==> src/rtl/uart_bus_arb.sv <==
// Round-robin arbiter sharing one uart register bus between NREQ requesters; one strobe per transfer.
// Optional macro UART_ARB_LOCK_EN adds req_lock so one requester can hold the bus for atomic read-modify-write.
module uart_bus_arb #(
    parameter int NREQ = 2,
    parameter int AW   = 5,
    parameter int DW   = 32
) (
    input  logic                 clk,
    input  logic                 rst,
    input  logic [NREQ-1:0]      req,
    input  logic [NREQ-1:0]      req_we,
    input  logic [NREQ*AW-1:0]   req_addr,
    input  logic [NREQ*DW-1:0]   req_wd,
`ifdef UART_ARB_LOCK_EN
    input  logic [NREQ-1:0]      req_lock,
`endif
    output logic [NREQ-1:0]      gnt,
    output logic [NREQ-1:0]      rsp_valid,
    output logic [DW-1:0]        rsp_rd,
    output logic [AW-1:0]        addr,
    output logic                 we,
    output logic                 re,
    output logic [DW-1:0]        wd,
    input  logic [DW-1:0]        rd,
    output logic [1:0]           dbg_state
);
    // Handshake: a requester holds req (with req_we/req_addr/req_wd) until it sees gnt; data is captured
    // on the gnt cycle's clock edge and rsp_valid pulses exactly two cycles later with rsp_rd qualified.
    localparam int PW = $clog2(NREQ);

    typedef enum logic [1:0] {
        S_IDLE   = 2'd0,
        S_ACCESS = 2'd1,
        S_RESP   = 2'd2
    } state_t;

    state_t          r_state;
    state_t          w_next;
    logic [PW-1:0]   r_ptr;
    logic [PW-1:0]   r_w;
    logic            r_we;
    logic [AW-1:0]   r_addr;
    logic [DW-1:0]   r_wd;
    logic [DW-1:0]   r_rsp_rd;
    logic [PW-1:0]   w_start;
    logic [PW-1:0]   w_scan_win;
    logic            w_scan_any;
    logic [PW-1:0]   w_win;
    logic            w_any;
    logic [NREQ-1:0] w_gnt;
    logic [NREQ-1:0] w_rsp;

    // NREQ need not be a power of two, so the wrap is explicit.
    function automatic logic [PW-1:0] f_inc(input logic [PW-1:0] p);
        if (p == PW'(NREQ - 1)) return '0;
        return p + PW'(1);
    endfunction

`ifdef UART_ARB_LOCK_EN
    logic r_lock;
    logic w_hold;
    assign w_hold  = r_lock & req[r_w];
    assign w_start = r_lock ? f_inc(r_w) : r_ptr;
    assign w_any   = w_hold | w_scan_any;
    assign w_win   = w_hold ? r_w : w_scan_win;
`else
    assign w_start = r_ptr;
    assign w_any   = w_scan_any;
    assign w_win   = w_scan_win;
`endif

    always_comb begin
        int idx;
        w_scan_any = 1'b0;
        w_scan_win = '0;
        idx        = 0;
        for (int k = 0; k < NREQ; k++) begin
            idx = int'(w_start) + k;
            if (idx >= NREQ) idx = idx - NREQ;
            if (!w_scan_any && req[idx]) begin
                w_scan_any = 1'b1;
                w_scan_win = PW'(idx);
            end
        end
    end

    always_comb begin
        w_next = r_state;
        w_gnt  = '0;
        w_rsp  = '0;
        case (r_state)
            S_IDLE: begin
                if (w_any) begin
                    w_next = S_ACCESS;
                    if (!rst) w_gnt[w_win] = 1'b1;
                end
            end
            S_ACCESS: w_next = S_RESP;
            S_RESP: begin
                w_next        = S_IDLE;
                w_rsp[r_w]    = 1'b1;
            end
            default: w_next = S_IDLE;
        endcase
    end

    always_ff @(posedge clk or posedge rst) begin
        if (rst) r_state <= S_IDLE;
        else     r_state <= w_next;
    end

    always_ff @(posedge clk or posedge rst) begin
        if (rst) begin
            r_ptr    <= '0;
            r_w      <= '0;
            r_we     <= 1'b0;
            r_addr   <= '0;
            r_wd     <= '0;
            r_rsp_rd <= '0;
`ifdef UART_ARB_LOCK_EN
            r_lock   <= 1'b0;
`endif
        end else begin
            case (r_state)
                S_IDLE: begin
`ifdef UART_ARB_LOCK_EN
                    // Owner dropped its request: release and resume rotation after it.
                    if (r_lock && !req[r_w]) begin
                        r_lock <= 1'b0;
                        r_ptr  <= f_inc(r_w);
                    end
`endif
                    if (w_any) begin
                        r_w    <= w_win;
                        r_we   <= req_we[w_win];
                        r_addr <= req_addr[int'(w_win)*AW +: AW];
                        r_wd   <= req_wd[int'(w_win)*DW +: DW];
`ifdef UART_ARB_LOCK_EN
                        r_lock <= req_lock[w_win];
`endif
                    end
                end
                S_ACCESS: r_rsp_rd <= r_we ? '0 : rd;
                S_RESP: begin
`ifdef UART_ARB_LOCK_EN
                    if (!r_lock) r_ptr <= f_inc(r_w);
`else
                    r_ptr <= f_inc(r_w);
`endif
                end
                default: ;
            endcase
        end
    end

    assign gnt       = w_gnt;
    assign rsp_valid = w_rsp;
    assign rsp_rd    = r_rsp_rd;
    assign addr      = r_addr;
    assign wd        = r_wd;
    assign we        = (r_state == S_ACCESS) &  r_we;
    assign re        = (r_state == S_ACCESS) & ~r_we;
    assign dbg_state = r_state;

endmodule
==> config.mk <==
export PLATFORM = sky130hd
export DESIGN_NAME = uart_bus_arb
export DESIGN_NICKNAME = d
export VERILOG_FILES = /design/src/rtl/uart_bus_arb.sv
export SDC_FILE = /design/constraint.sdc
export NUM_CORES = 1
export LEC_CHECK = 0
export ABC_AREA = 1
export CAP_MARGIN = 20
export CORE_MARGIN = 2
export CORE_UTILIZATION = 42
export DETAILED_ROUTE_END_ITERATION = 10
export GPL_TIMING_DRIVEN = 0
export PLACE_DENSITY_LB_ADDON = 0.3
export SYNTH_ARGS = -nofsm -noshare
export SYNTH_HDL_FRONTEND = slang
export SYNTH_SLANG_ARGS = --single-unit
==> constraint.sdc <==
create_clock -name clk -period 7.5 [get_ports clk]
set_input_delay 1.5 -clock clk [delete_from_list [all_inputs] [get_ports clk]]
set_output_delay 1.5 -clock clk [all_outputs]
set_load 0.05 [all_outputs]
### Word level (Yosys, flattened, before mapping)

Cells that the tools add are included.

| storage, ports and cells | value |
|---|---|
| bits in registers | 74 |
| latch bits | 0 |
| bits in writable memories | 0 |
| bits in read-only memories | 0 |
| output and inout bits | 77 |
| logic and storage cells | 63 |
| memories kept | 0 |

| operators by class | value |
|---|---|
| $add $sub $neg | 4 |
| $mul | 1 |
| divide/modulo/power cells | 0 |
| order comparisons | 8 |
| equal/unequal tests | 3 |
| shift operators | 2 |
| mux-type cells | 29 |
| bitwise logic cells | 3 |
| reductions and logical operators | 6 |

Operators by type and width:

| operator | count |
|---|---|
| 2-to-1 mux 32 bit | 3 |
| < comparator 32 x 3 -> 1 bit (second input constant) | 2 |
| variable part select 64 x 7 -> 32 bit | 1 |
| 2-to-1 mux 1 bit | 18 |
| 2-to-1 mux 2 bit | 5 |
| variable part select 10 x 5 -> 5 bit | 1 |
| < comparator 1 x 2 -> 1 bit (second input constant) | 2 |
| multiplier 1 x 3 -> 4 bit (second input constant) | 1 |
| case mux 2 bit (2 select lines) | 1 |
| logical AND 1 bit | 3 |
| subtractor 1 x 2 -> 3 bit (second input constant) | 1 |
| subtractor 2 x 2 -> 3 bit (second input constant) | 1 |
| adder 1 x 1 -> 2 bit (second input constant) | 1 |
| bitwise AND 1 bit | 2 |
| demux 1 bit (select 1 bit) | 2 |
| equality test 2 x 1 -> 1 bit (second input constant) | 1 |
| equality test 2 bit (second input constant) | 1 |
| >= comparator 1 bit (second input constant) | 2 |
| >= comparator 1 x 2 -> 1 bit (second input constant) | 1 |
| >= comparator 2 bit (second input constant) | 1 |
| zero test 2 bit | 1 |
| != test 2 bit (second input constant) | 1 |
| AND reduction 2 bit | 1 |
| adder 1 bit (second input constant) | 1 |
| other kinds (2) | 2 |

### Depth between registers and ports, before layout

Gate-level depths: netlist of run 1.

| logic depth | value |
|---|---|
| depth in word-level cells | 16 |
| mapped depth | 9 |
| depth with buffers taken out | 7 |

### Worst setup path after synthesis of run 1

Ideal clock, no wire load.

| timing path | value |
|---|---|
| path type | input -> output |
| start point | input rst |
| end point | output gnt[0] |
| arrival time | 3,888 ps |
| required time | 6,000 ps |
| setup slack | 2,112 ps |
| stages on the path | 3 |
| path through | inv_1 nand2_1 nor2_1 |

| between the ends | value |
|---|---|
| longest elaborated chain between the ends | 3 |

RTL lines:

| element | RTL line | RTL |
|---|---|---|
| start, declared | 9 | `input logic rst,` |
| 2-to-1 mux 2 bit | 95 | `if (!rst) w_gnt[w_win] = 1'b1;` |
| 2-to-1 mux 2 bit | 93 | `if (w_any) begin` |
| 2-to-1 mux 2 bit | 91 | `case (r_state)` |
| end, declared | 17 | `output logic [NREQ-1:0] gnt,` |

Every way passes these cells.

### Worst setup path in the final report of run 1

| timing path | value |
|---|---|
| start point | input req[0] |
| end point | output gnt[0] |

| between the ends | value |
|---|---|
| longest elaborated chain between the ends | 14 |
| elaborated cells on any way between the ends | 20 |

RTL lines:

| element | RTL line | RTL |
|---|---|---|
| start, declared | 10 | `input logic [NREQ-1:0] req,` |
| 2-to-1 mux 1 bit (not written as such) (3 in a row) | 80 | `if (!w_scan_any && req[idx]) begin` |
| 2-to-1 mux 1 bit | 80 |  |
| zero test 1 bit | 80 |  |
| logical AND 1 bit | 80 |  |
| 2-to-1 mux 1 bit | 80 |  |
| < comparator 1 x 2 -> 1 bit (not written as such) / >= comparator 1 bit (equally long branches) | 95 |  |
| logical AND 1 bit (not written as such) | 95 |  |
| 2-to-1 mux 1 bit (not written as such) | 95 |  |
| demux 1 bit (select 1 bit) | 95 |  |
| 2-to-1 mux 2 bit | 95 |  |
| 2-to-1 mux 2 bit (*) | 93 |  |
| 2-to-1 mux 2 bit (*) | 91 |  |

Mark *: on every way between the ends. The rest lies on a longest branch, timed or not. The select of a mux whose other input is x is not followed.

==> metrics.md, run 1 <==
| Metric | Value |
|---|---|
| Final setup violation count | `0` |
| CP max stage cell | `clkdlybuf4s50_1` |
| Min Tclk post-route | `approximately 5.0 ns` |
| Most common library cells after synthesis | `nand2_1, dfrtp_1, nand3_1, buf_2` |
| Switching share of power | `between 50% and 60%` |
| P_int | `around 0.0012 W` |
| Global route overflow | `0` |
| Inserted Diodes | `0` |
| First-pass GRT wire length | `16100 um` |
| Syn Area/Cell | `between 7 and 8 sq um` |
| Vias in the first global route | `around 3600` |
| WP data required | `6.00 ns` |
| NetSw | `about 0.0013 W` |
| Synth Warn # | `0` |
| Ranking of synthesized cells by area | `dfrtp_1, nand2_1, nand3_1` |
| Static Leakage | `roughly 2.9 nW` |
| Cell Area, Synth | `3380 sq um` |
| Worst skew pair latency | `around 0.32 ns` |
| Nets@finish | `between 700 and 800` |
| # Post-CTS Setup Buffers | `0` |
| Fmax | `around 200 MHz` |
| CP max stage delay | `0.81 ns` |
| Wire length per cell | `~13 um` |
| HPWL after DPL | `between 7000 and 8000 um` |
| Sink Count | `74` |
| Vias per cell | `~4.6` |
| Clk root buf | `clkbuf_8` |
| Number of enable flip-flop cells after synthesis | `0` |
| Chip Height | `93.7 um` |
| Fin. max-slew vios | `0` |
| Top FF cell, synth | `dfrtp_1` |
| Drt first pass iters | `6` |
| CP Class | `input pin to output pin` |
| Final Cycle Share | `66.3%` |
| Max-cap violations | `0` |
| CP Capture Type | `output pin` |
| PostCTS Resize Cnt | `0` |
| Distinct cell type count of the synthesized netlist | `15` |
| Horiz. Die Dim | `between 90 and 100 um` |
| Cell count after synthesis | `451` |
| CTS max path bufs | `2` |
| Slew Limit Headroom | `62.3%` |
| Row count | `32` |
| Number of top-level pins | `189` |
| Crit-path max FO | `10` |
| Unrepaired setup endpoints after global routing | `false` |
| Total Routed Length | `a little under 10000 um` |
| Cts hold-fix bufs | `0` |
| IO buf count | `about 190` |
| GPL Wtd Cong | `roughly 0.84` |
| Seq/Total Area, Yosys | `a little over half` |
| Setup TNS | `0 ns` |
| Worst slew pin tran | `~0.56 ns` |
| Arrival time at the worst endpoint | `around 3.5 ns` |
| Synth-to-layout area growth | `66.3%` |
| Element type at the critical path start | `input pin` |
| DRC viols | `0` |
| Part of the power in registers | `a little over a quarter` |
| DR vias | `approximately 3500` |
| CTS tree | `yes` |
| Flop2flop setup slack | `between 6 and 7 ns` |
| P per Cell Area | `452 nW/um^2` |
| Setup Skew | `around 0.0070 ns` |
| Post-synth top area share | `between 50% and 60%` |
| Worst ir drop on vdd | `about 0.22 mV` |
| Starting Density | `between 40% and 50%` |
| Power share of the clock group | `between 10% and 20%` |
| Core ar. | `roughly 8000 sq um` |
| Synth area leader | `dfrtp_1` |
| CTS buffer count | `9` |
| Status | `complete, no violations` |
| Largest net degree at the start of global routing | `58` |
| DRT iter0 DRCs | `just under 90` |
| GRT Util Overall | `between 20% and 30%` |
| Most frequent cell after synthesis | `nand2_1` |
| Final ANT Viol Nets | `0` |
| Combinational Power Share | `around three fifths` |
| Min-delay worst type | `flip-flop to flip-flop` |
| Register bit total from synthesis | `74` |
| Syn Nets | `563` |
| Post-synth ARST share | `100%` |
| Tot Pwr | `about 0.0025 W` |
| Final Hold Fails | `0` |
| Worst-path cell chain | `clkdlybuf4s50_1, nand2_2, nand2_1, buf_2, nand2_1, nor2_1, clkdlybuf4s50_1` |
| Share of layout cells above drive strength 1 | `under 10%` |
| Antenna violations before repair | `0` |
| Die footprint | `8770 sq um` |
| Clock transition at the registers of the reported paths | `0.08 ns` |
| Max H-tree Level | `3` |
## cells by family (layout without fill, tap and decap cells)
family | count (synthesis) | after routing | share of synthesized area [%]
flops | 74 | 74 | 54.9
compound gates | 2 | 2 | 0.296
buf+inv | 35 | 240 | 5.41
simple gates | 340 | 340 | 39.4
## path summary, 6_finish.rpt
kind	to	from	cells past startpoint
setup reg to reg	rsp_rd[6]$_DFFE_PP0N_	dbg_state[0]$_DFFE_PP0P_	6
min in group asynchronous	addr[0]$_DFFE_PP0P_	rst	2
max in group asynchronous	wd[3]$_DFFE_PP0P_	rst	3
hold / removal	rsp_rd[17]$_DFFE_PP0N_	rsp_rd[17]$_DFFE_PP0N_	2
setup / recovery	gnt[0]	req[0]	7
hold reg to reg	rsp_rd[17]$_DFFE_PP0N_	rsp_rd[17]$_DFFE_PP0N_	2
## sequential cells by signal, indices dropped and copies added (netlist names)
signal,cells
addr,5
dbg_state,2
r_ptr,1
r_w,1
r_we,1
rsp_rd,32
wd,32
## stage by stage
stage	instances	setup WS, ns	hold WS [ns]	util (%)	instance area, sq um
2_1_floorplan	451	2.11	0.449	-	3380
3_3_place_gp	741	0.838	0.460	69.3	5390
3_5_place_dp	742	2.52	0.465	69.7	5420
4_1_cts	758	2.51	0.486	72.3	5620
5_1_grt	758	2.40	0.501	72.3	5620
6_report	758	2.52	0.481	72.3	5620
## power groups by stage
stage	Sequential (W)	Clock (W)	Combinational [W]
after floorplan	0.00127	0	0.000418
after global placement	0.000672	0	0.00154
after detailed placement	0.000680	0	0.00157
after CTS	0.000675	0.000314	0.00157
after global routing	0.000697	0.000334	0.00167
final	0.000675	0.000305	0.00156
## layer usage
metal	track usage (%)	share of wire [%]	vias to the layer above
li1	-	-	1774
met1	28.1	41	1598
met2	40.6	50	128
met3	4.57	6.2	20
met4	10.3	2.8	0
met5	0	0	-
## cell type report
type / instances / area [sq um]
well taps: 102 / 128
plain buffers: 26 / 149
inverters: 9 / 36.3
clock inverters: 7 / 76.3
clock buffers: 9 / 124
fillers: 610 / 2150
multi-input cells: 342 / 1340
repair buffers: 189 / 1910
flip-flops and latches: 74 / 1850
## cells in the final DEF, fill, tap and decap left out, drive strengths merged
cell type / netlist / final
nand2: 294 / 294
clkdlybuf4s50: 0 / 188
dfrtp: 74 / 74
nand3: 39 / 39
buf: 24 / 25
clkbuf: 2 / 11
inv: 9 / 11
nor2: 6 / 6
clkinvlp: 0 / 2
clkinv: 0 / 2
nor3: 1 / 1
o21ai: 1 / 1
a21oi: 1 / 1
bufinv: 0 / 1
## critical path: cells and delay by family
kind,cells,cell delay (ns)
buffers and inverters,3,1.55
AND/OR/NAND/NOR,4,0.42
No activity file was read; power rests on OpenSTA's default activity.
==> run 2, diff against run 1 <==
--- a/config.mk
+++ b/config.mk
@@ -8,7 +8,7 @@
 export ABC_AREA = 1
 export CAP_MARGIN = 20
 export CORE_MARGIN = 2
-export CORE_UTILIZATION = 42
+export CORE_UTILIZATION = 35
 export DETAILED_ROUTE_END_ITERATION = 10
 export GPL_TIMING_DRIVEN = 0
 export PLACE_DENSITY_LB_ADDON = 0.3
==> constraint.sdc (replaced) <==
create_clock -name clk -period 4.5 [get_ports clk]
set_input_delay 0.9 -clock clk [delete_from_list [all_inputs] [get_ports clk]]
set_output_delay 0.9 -clock clk [all_outputs]
set_load 0.05 [all_outputs]
==> run 2 against run 1 <==
Combinational power up 66%. Via count about the same. Clock power up 72%. Highest routed layer unchanged.
==> metrics.md, run 2 (synthesis results as in run 1) <==
| Metric | Value |
|---|---|
| WHS Path Cells | `2` |
| Min-delay worst type | `flip-flop to flip-flop` |
| Worst skew pair latency | `about 0.34 ns` |
| Clock transition at the registers of the reported paths | `approximately 0.07 ns` |
| Crit-path max FO | `47` |
| Final ANT Viol Nets | `0` |
| Antenna violations before repair | `0` |
| P_int | `~0.0021 W` |
| Switching share of power | `roughly half` |
| Largest net degree at the start of global routing | `between 40 and 50` |
| IO buf count | `around 190` |
| Arrival time at the worst endpoint | `2.97 ns` |
| Horiz. Die Dim | `~100 um` |
| CP Capture Type | `output pin` |
| Vias in the first global route | `3474` |
| Cts hold-fix bufs | `0` |
| Buf/Inv on CP | `4` |
| Fin. max-slew vios | `0` |
| Final Cycle Share | `between 80% and 90%` |
| Core ar. | `9280 sq um` |
| WP data required | `roughly 3.6 ns` |
| Part of the power in registers | `a little over a quarter` |
| Vias per cell | `4.48` |
| Total Routed Length | `around 10000 um` |
| P per Cell Area | `approximately 750 nW/um^2` |
| Worst ir drop on vdd | `approximately 0.40 mV` |
| Static Leakage | `around 2.9 nW` |
| Setup Skew | `between 0.01 and 0.015 ns` |
| Synth-to-layout area growth | `67.4%` |
| Most frequent cells in the layout | `nand2_1, clkdlybuf4s50_1, dfrtp_1, nand3_1, buf_2` |
| Power share of the clock group | `between 10 and 15%` |
| Sink Count | `74` |
| Row count | `35` |
| Max-cap violations | `0` |
| Worst slew pin tran | `~0.55 ns` |
| Clk root buf | `clkbuf_8` |
| Wire length per cell | `13.0 um` |
| CTS tree | `yes` |
| Drt first pass iters | `4` |
| Die footprint | `roughly 10000 sq um` |
| Combinational Power Share | `a little over 60%` |
| Fmax | `approximately 260 MHz` |
| CTS max path bufs | `2` |
| Final Hold Fails | `0` |
| Min Tclk post-route | `between 3 and 4 ns` |
| GPL Wtd Cong | `slightly below 0.8` |
| Max H-tree Level | `3` |
| HPWL after DPL | `~7800 um` |
| CP Class | `input pin to output pin` |
| Share of layout cells above drive strength 1 | `roughly 7.0%` |
| Starting Density | `between 30% and 40%` |
| DRT iter0 DRCs | `around 100` |
| Worst-path cell chain | `clkdlybuf4s50_1, inv_4, buf_16, nand2_1, nor2_1, clkdlybuf4s50_1` |
| Final setup violation count | `0` |
| Chip Height | `102 um` |
| Slew Limit Headroom | `a little over three fifths` |
| CP most frequent cell | `clkdlybuf4s50_1` |
| Status | `complete, no violations` |
| Number of top-level pins | `~190` |
| PostCTS Resize Cnt | `0` |
| Nets@finish | `763` |
| Leading cell type in the layout, fill and taps excluded | `nand2_1` |
| Post-placement cell count | `around 770` |
| Inserted Diodes | `0` |
| CP Depth | `6` |
| Cell Count, Final, Fillers Out | `785` |
| Worst reg2reg path depth | `6` |
| CP max stage delay | `0.81 ns` |
| NetSw | `0.00216 W` |
| Element type at the critical path start | `input pin` |
| DR vias | `3519` |
| CP top delay family | `buffers and inverters` |
| CTS buffer count | `9` |
| Filler cell count | `about 870` |
| Global route overflow | `0` |
| GRT Util Overall | `approximately 20%` |
| Setup TNS | `0 ns` |
| # Post-CTS Setup Buffers | `0` |
| First-pass GRT wire length | `16100 um` |
| Unrepaired setup endpoints after global routing | `false` |
| DRC viols | `0` |
| CP max stage cell | `clkdlybuf4s50_1` |
## run 2: cell types whose count changed in the layout (fill, tap and decap cells not counted)
cell / before / now
clkinvlp_4: 2 / 1
inv_6: 2 / 1
clkinv_2: 1 / 2
clkbuf_8: 9 / 10
## run 2: area by class of cell
cell class                 instances  area (sq um)  area share (%)
buffer                            26           149            2.63
clock buffer                      10           138            2.44
clock inverter                     6          65.1            1.15
inverter                           9          36.3           0.642
multi-input combinational        342          1340            23.7
sequential                        74          1850            32.8
tap                              129           161            2.86
timing repair buffer             189          1910            33.8
## run 2: path summary, 6_finish.rpt
path | from | to | slack [ns]
max in group asynchronous | rst | rsp_rd[17]$_DFFE_PP0N_ | 3.03
setup reg to reg | dbg_state[0]$_DFFE_PP0P_ | rsp_rd[6]$_DFFE_PP0N_ | 3.21
setup / recovery | rst | gnt[0] | 0.63
hold / removal | addr[3]$_DFFE_PP0P_ | addr[3]$_DFFE_PP0P_ | 0.48
hold reg to reg | addr[3]$_DFFE_PP0P_ | addr[3]$_DFFE_PP0P_ | 0.48
min in group asynchronous | rst | wd[14]$_DFFE_PP0P_ | 0.92
## run 2: routing by layer
metal	vias up	track usage [%]	routed length, um
met1	1632	23.6	4290
met3	12	3.69	583
met4	0	6.26	148
met5	-	0	0
li1	1767	-	-
met2	108	35.5	5190
## run 2: worst reg2reg max path: cells and delay by family (launching register included)
kind / cells / cell delay [ns]
and+or+nand+nor: 3 / 0.26
buffers and inverters: 3 / 0.59
DFF: 1 / 0.39
## run 2: power by group through the flow
stage	clock [W]	sequential, W	combinational [W]
2_1_floorplan	0	0.00211	0.000696
4_1_cts	0.000543	0.00113	0.00262
3_3_place_gp	0	0.00112	0.00258
5_1_grt	0.000571	0.00116	0.00277
3_5_place_dp	0	0.00114	0.00261
6_report	0.000526	0.00113	0.00259
## run 2: through the flow
stage | utilization, % | hold slack [ns] | cell area, sq um | total power [W] | setup WS (ns)
finish | 60.9 | 0.479 | 5650 | 0.00424 | 0.632
global route | 60.9 | 0.503 | 5650 | 0.00450 | 0.460
CTS | 60.9 | 0.484 | 5650 | 0.00429 | 0.581
detailed placement | 58.7 | 0.464 | 5450 | 0.00375 | 0.588
global placement | 58.4 | 0.461 | 5420 | 0.00371 | -1.02
floorplan | - | 0.449 | 3380 | 0.00281 | 0.312
==> run 3, diff against run 2 <==
--- a/config.mk
+++ b/config.mk
@@ -7,11 +7,12 @@
 export LEC_CHECK = 0
 export ABC_AREA = 1
 export CAP_MARGIN = 20
-export CORE_MARGIN = 2
-export CORE_UTILIZATION = 35
+export CORE_MARGIN = 1.5
+export CORE_UTILIZATION = 39
 export DETAILED_ROUTE_END_ITERATION = 10
 export GPL_TIMING_DRIVEN = 0
 export PLACE_DENSITY_LB_ADDON = 0.3
+export SETUP_SLACK_MARGIN = 0.02
 export SYNTH_ARGS = -nofsm -noshare
 export SYNTH_HDL_FRONTEND = slang
 export SYNTH_SLANG_ARGS = --single-unit
==> constraint.sdc (replaced) <==
create_clock -name clk -period 3.7 [get_ports clk]
set_input_delay 0.74 -clock clk [delete_from_list [all_inputs] [get_ports clk]]
set_output_delay 0.74 -clock clk [all_outputs]
set_load 0.05 [all_outputs]
==> run 3 against run 2 <==
Clock skew rose by 0.00095 ns. Sequential power is 21% higher. Utilization increased by 7.1 points. Highest routed layer unchanged. Critical path type unchanged.
==> metrics.md, run 3 (synthesis results as in run 1) <==
| Metric | Value |
|---|---|
| Status | `complete, no violations` |
| Element type at the critical path start | `input pin` |
| CP top delay family | `buffers and inverters` |
| Crit-path max FO | `10` |
| Worst ir drop on vdd | `0.456 mV` |
| Worst setup margin | `around 0.24 ns` |
| Antenna violations before repair | `0` |
| Drt first pass iters | `4` |
| Fmax | `a little under 300 MHz` |
| Final setup violation count | `0` |
| First-pass GRT wire length | `between 15000 and 20000 um` |
| CP most frequent cell | `clkdlybuf4s50_1` |
| Nets@finish | `around 760` |
| Max H-tree Level | `3` |
| Leading cell type in the layout, fill and taps excluded | `nand2_1` |
| Vias per cell | `4.66` |
| DRC viols | `0` |
| CP max stage delay | `roughly 0.84 ns` |
| Total Routed Length | `~10000 um` |
| DR vias | `~3600` |
| GPL Wtd Cong | `~0.84` |
| Largest net degree at the start of global routing | `42` |
| PostCTS Resize Cnt | `0` |
| Chip Height | `a little under 100 um` |
| Vias in the first global route | `~3300` |
| Share of layout cells above drive strength 1 | `under 10%` |
| Worst skew pair latency | `roughly 0.34 ns` |
| Tot Pwr | `approximately 0.0052 W` |
| Global route overflow | `0` |
| Min Tclk post-route | `roughly 3.5 ns` |
| CTS max path bufs | `2` |
| Synth-to-layout area growth | `67.2%` |
| Core ar. | `between 8000 and 9000 sq um` |
| Filler cell count | `between 700 and 800` |
| Static Leakage | `between 2 and 3 nW` |
| DRT iter0 DRCs | `a little over 90` |
| GRT Util Overall | `about 22%` |
| Clock transition at the registers of the reported paths | `0.07 ns` |
| WP data required | `2.96 ns` |
| Final Hold Fails | `0` |
| IO buf count | `roughly 190` |
| Buf/Inv on CP | `4` |
| Dpl ws | `roughly 0.22 ns` |
| Inserted Diodes | `0` |
| Unrepaired setup endpoints after global routing | `false` |
| Setup Skew | `between 0.01 and 0.015 ns` |
| CP Capture Type | `output pin` |
| CP Class | `input pin to output pin` |
| Number of top-level pins | `between 150 and 200` |
| Max-cap violations | `0` |
| Sink Count | `74` |
| # Post-CTS Setup Buffers | `0` |
| HPWL after DPL | `7670 um` |
| Horiz. Die Dim | `96.0 um` |
| Final Cycle Share | `93.5%` |
| Min-delay worst type | `flip-flop to flip-flop` |
| CP max stage cell | `clkdlybuf4s50_1` |
| Clk root buf | `clkbuf_8` |
| Worst slew pin tran | `roughly 0.55 ns` |
| Starting Density | `40.7%` |
| Die footprint | `~9200 sq um` |
| Fin. max-slew vios | `0` |
| Arrival time at the worst endpoint | `roughly 2.7 ns` |
| Row count | `33` |
| Worst-path cell chain | `clkdlybuf4s50_1, inv_1, nand3_1, nand2_2, buf_2, nor3_1, clkdlybuf4s50_1` |
| CTS tree | `yes` |
| Setup TNS | `0 ns` |
| Slew Limit Headroom | `between 60% and 70%` |
| Wire length per cell | `about 13 um` |
| P per Cell Area | `roughly 920 nW/um^2` |
| Most frequent cells in the layout | `nand2_1, clkdlybuf4s50_1, dfrtp_1, nand3_1, buf_2` |
| Cts hold-fix bufs | `0` |
| CTS buffer count | `9` |
| Final ANT Viol Nets | `0` |
==> run 3: area by class of cell <==
class	count	area (sq um)	area share (%)
inverters	9	37.5	0.665
clock buffers	11	151	2.68
clock inverters	5	60.1	1.06
repair buffers	190	1920	34.1
plain buffers	26	149	2.64
multi-input cells	342	1340	23.8
well taps	105	131	2.33
flip-flops and latches	74	1850	32.8
==> run 3: metal layers <==
metal  global-route usage (%)  vias up  share of wire [%]
li1                         -     1775                  -
met1                     25.4     1628                 40
met2                     38.4      125                 50
met3                     4.74       24                6.6
met4                     11.3        0                3.1
met5                        0        -                  0
==> run 3: worst paths after layout <==
| path | from | endpoint | slack, ns | cells past startpoint |
|---|---|---|---|---|
| setup / recovery | req[1] | gnt[1] | 0.24 | 7 |
| hold reg to reg | wd[7]$_DFFE_PP0P_ | wd[7]$_DFFE_PP0P_ | 0.48 | 2 |
| min in group asynchronous | rst | wd[18]$_DFFE_PP0P_ | 0.65 | 2 |
| max in group asynchronous | rst | r_we$_DFFE_PP0P_ | 2.40 | 4 |
| setup reg to reg | dbg_state[0]$_DFFE_PP0P_ | rsp_rd[16]$_DFFE_PP0N_ | 2.39 | 6 |
| hold / removal | wd[7]$_DFFE_PP0P_ | wd[7]$_DFFE_PP0P_ | 0.48 | 2 |
==> run 3: tightest hold or removal path: stages, from the launching register on <==
cell	delay (ns)
dfrtp_1	0.34
nand2_1	0.05
nand2_1	0.06
==> run 3: stage by stage <==
step                      std cells  hold WS (ns)  utilization, %  cell area, sq um
after floorplan                 451         0.449               -              3380
after CTS                       762         0.484            68.0              5640
after detailed placement        746         0.464            65.5              5430
after global routing            762         0.502            68.0              5640
final                           762         0.480            68.0              5640
after global placement          744         0.461            65.0              5390
==> run 3: power by group <==
part           leakage [nW]  internal, W  switching [W]
Sequential            0.930      0.00118       0.000195
Combinational          1.83      0.00103        0.00213
Clock                 0.106     0.000352       0.000302
Total                  2.87      0.00256        0.00263
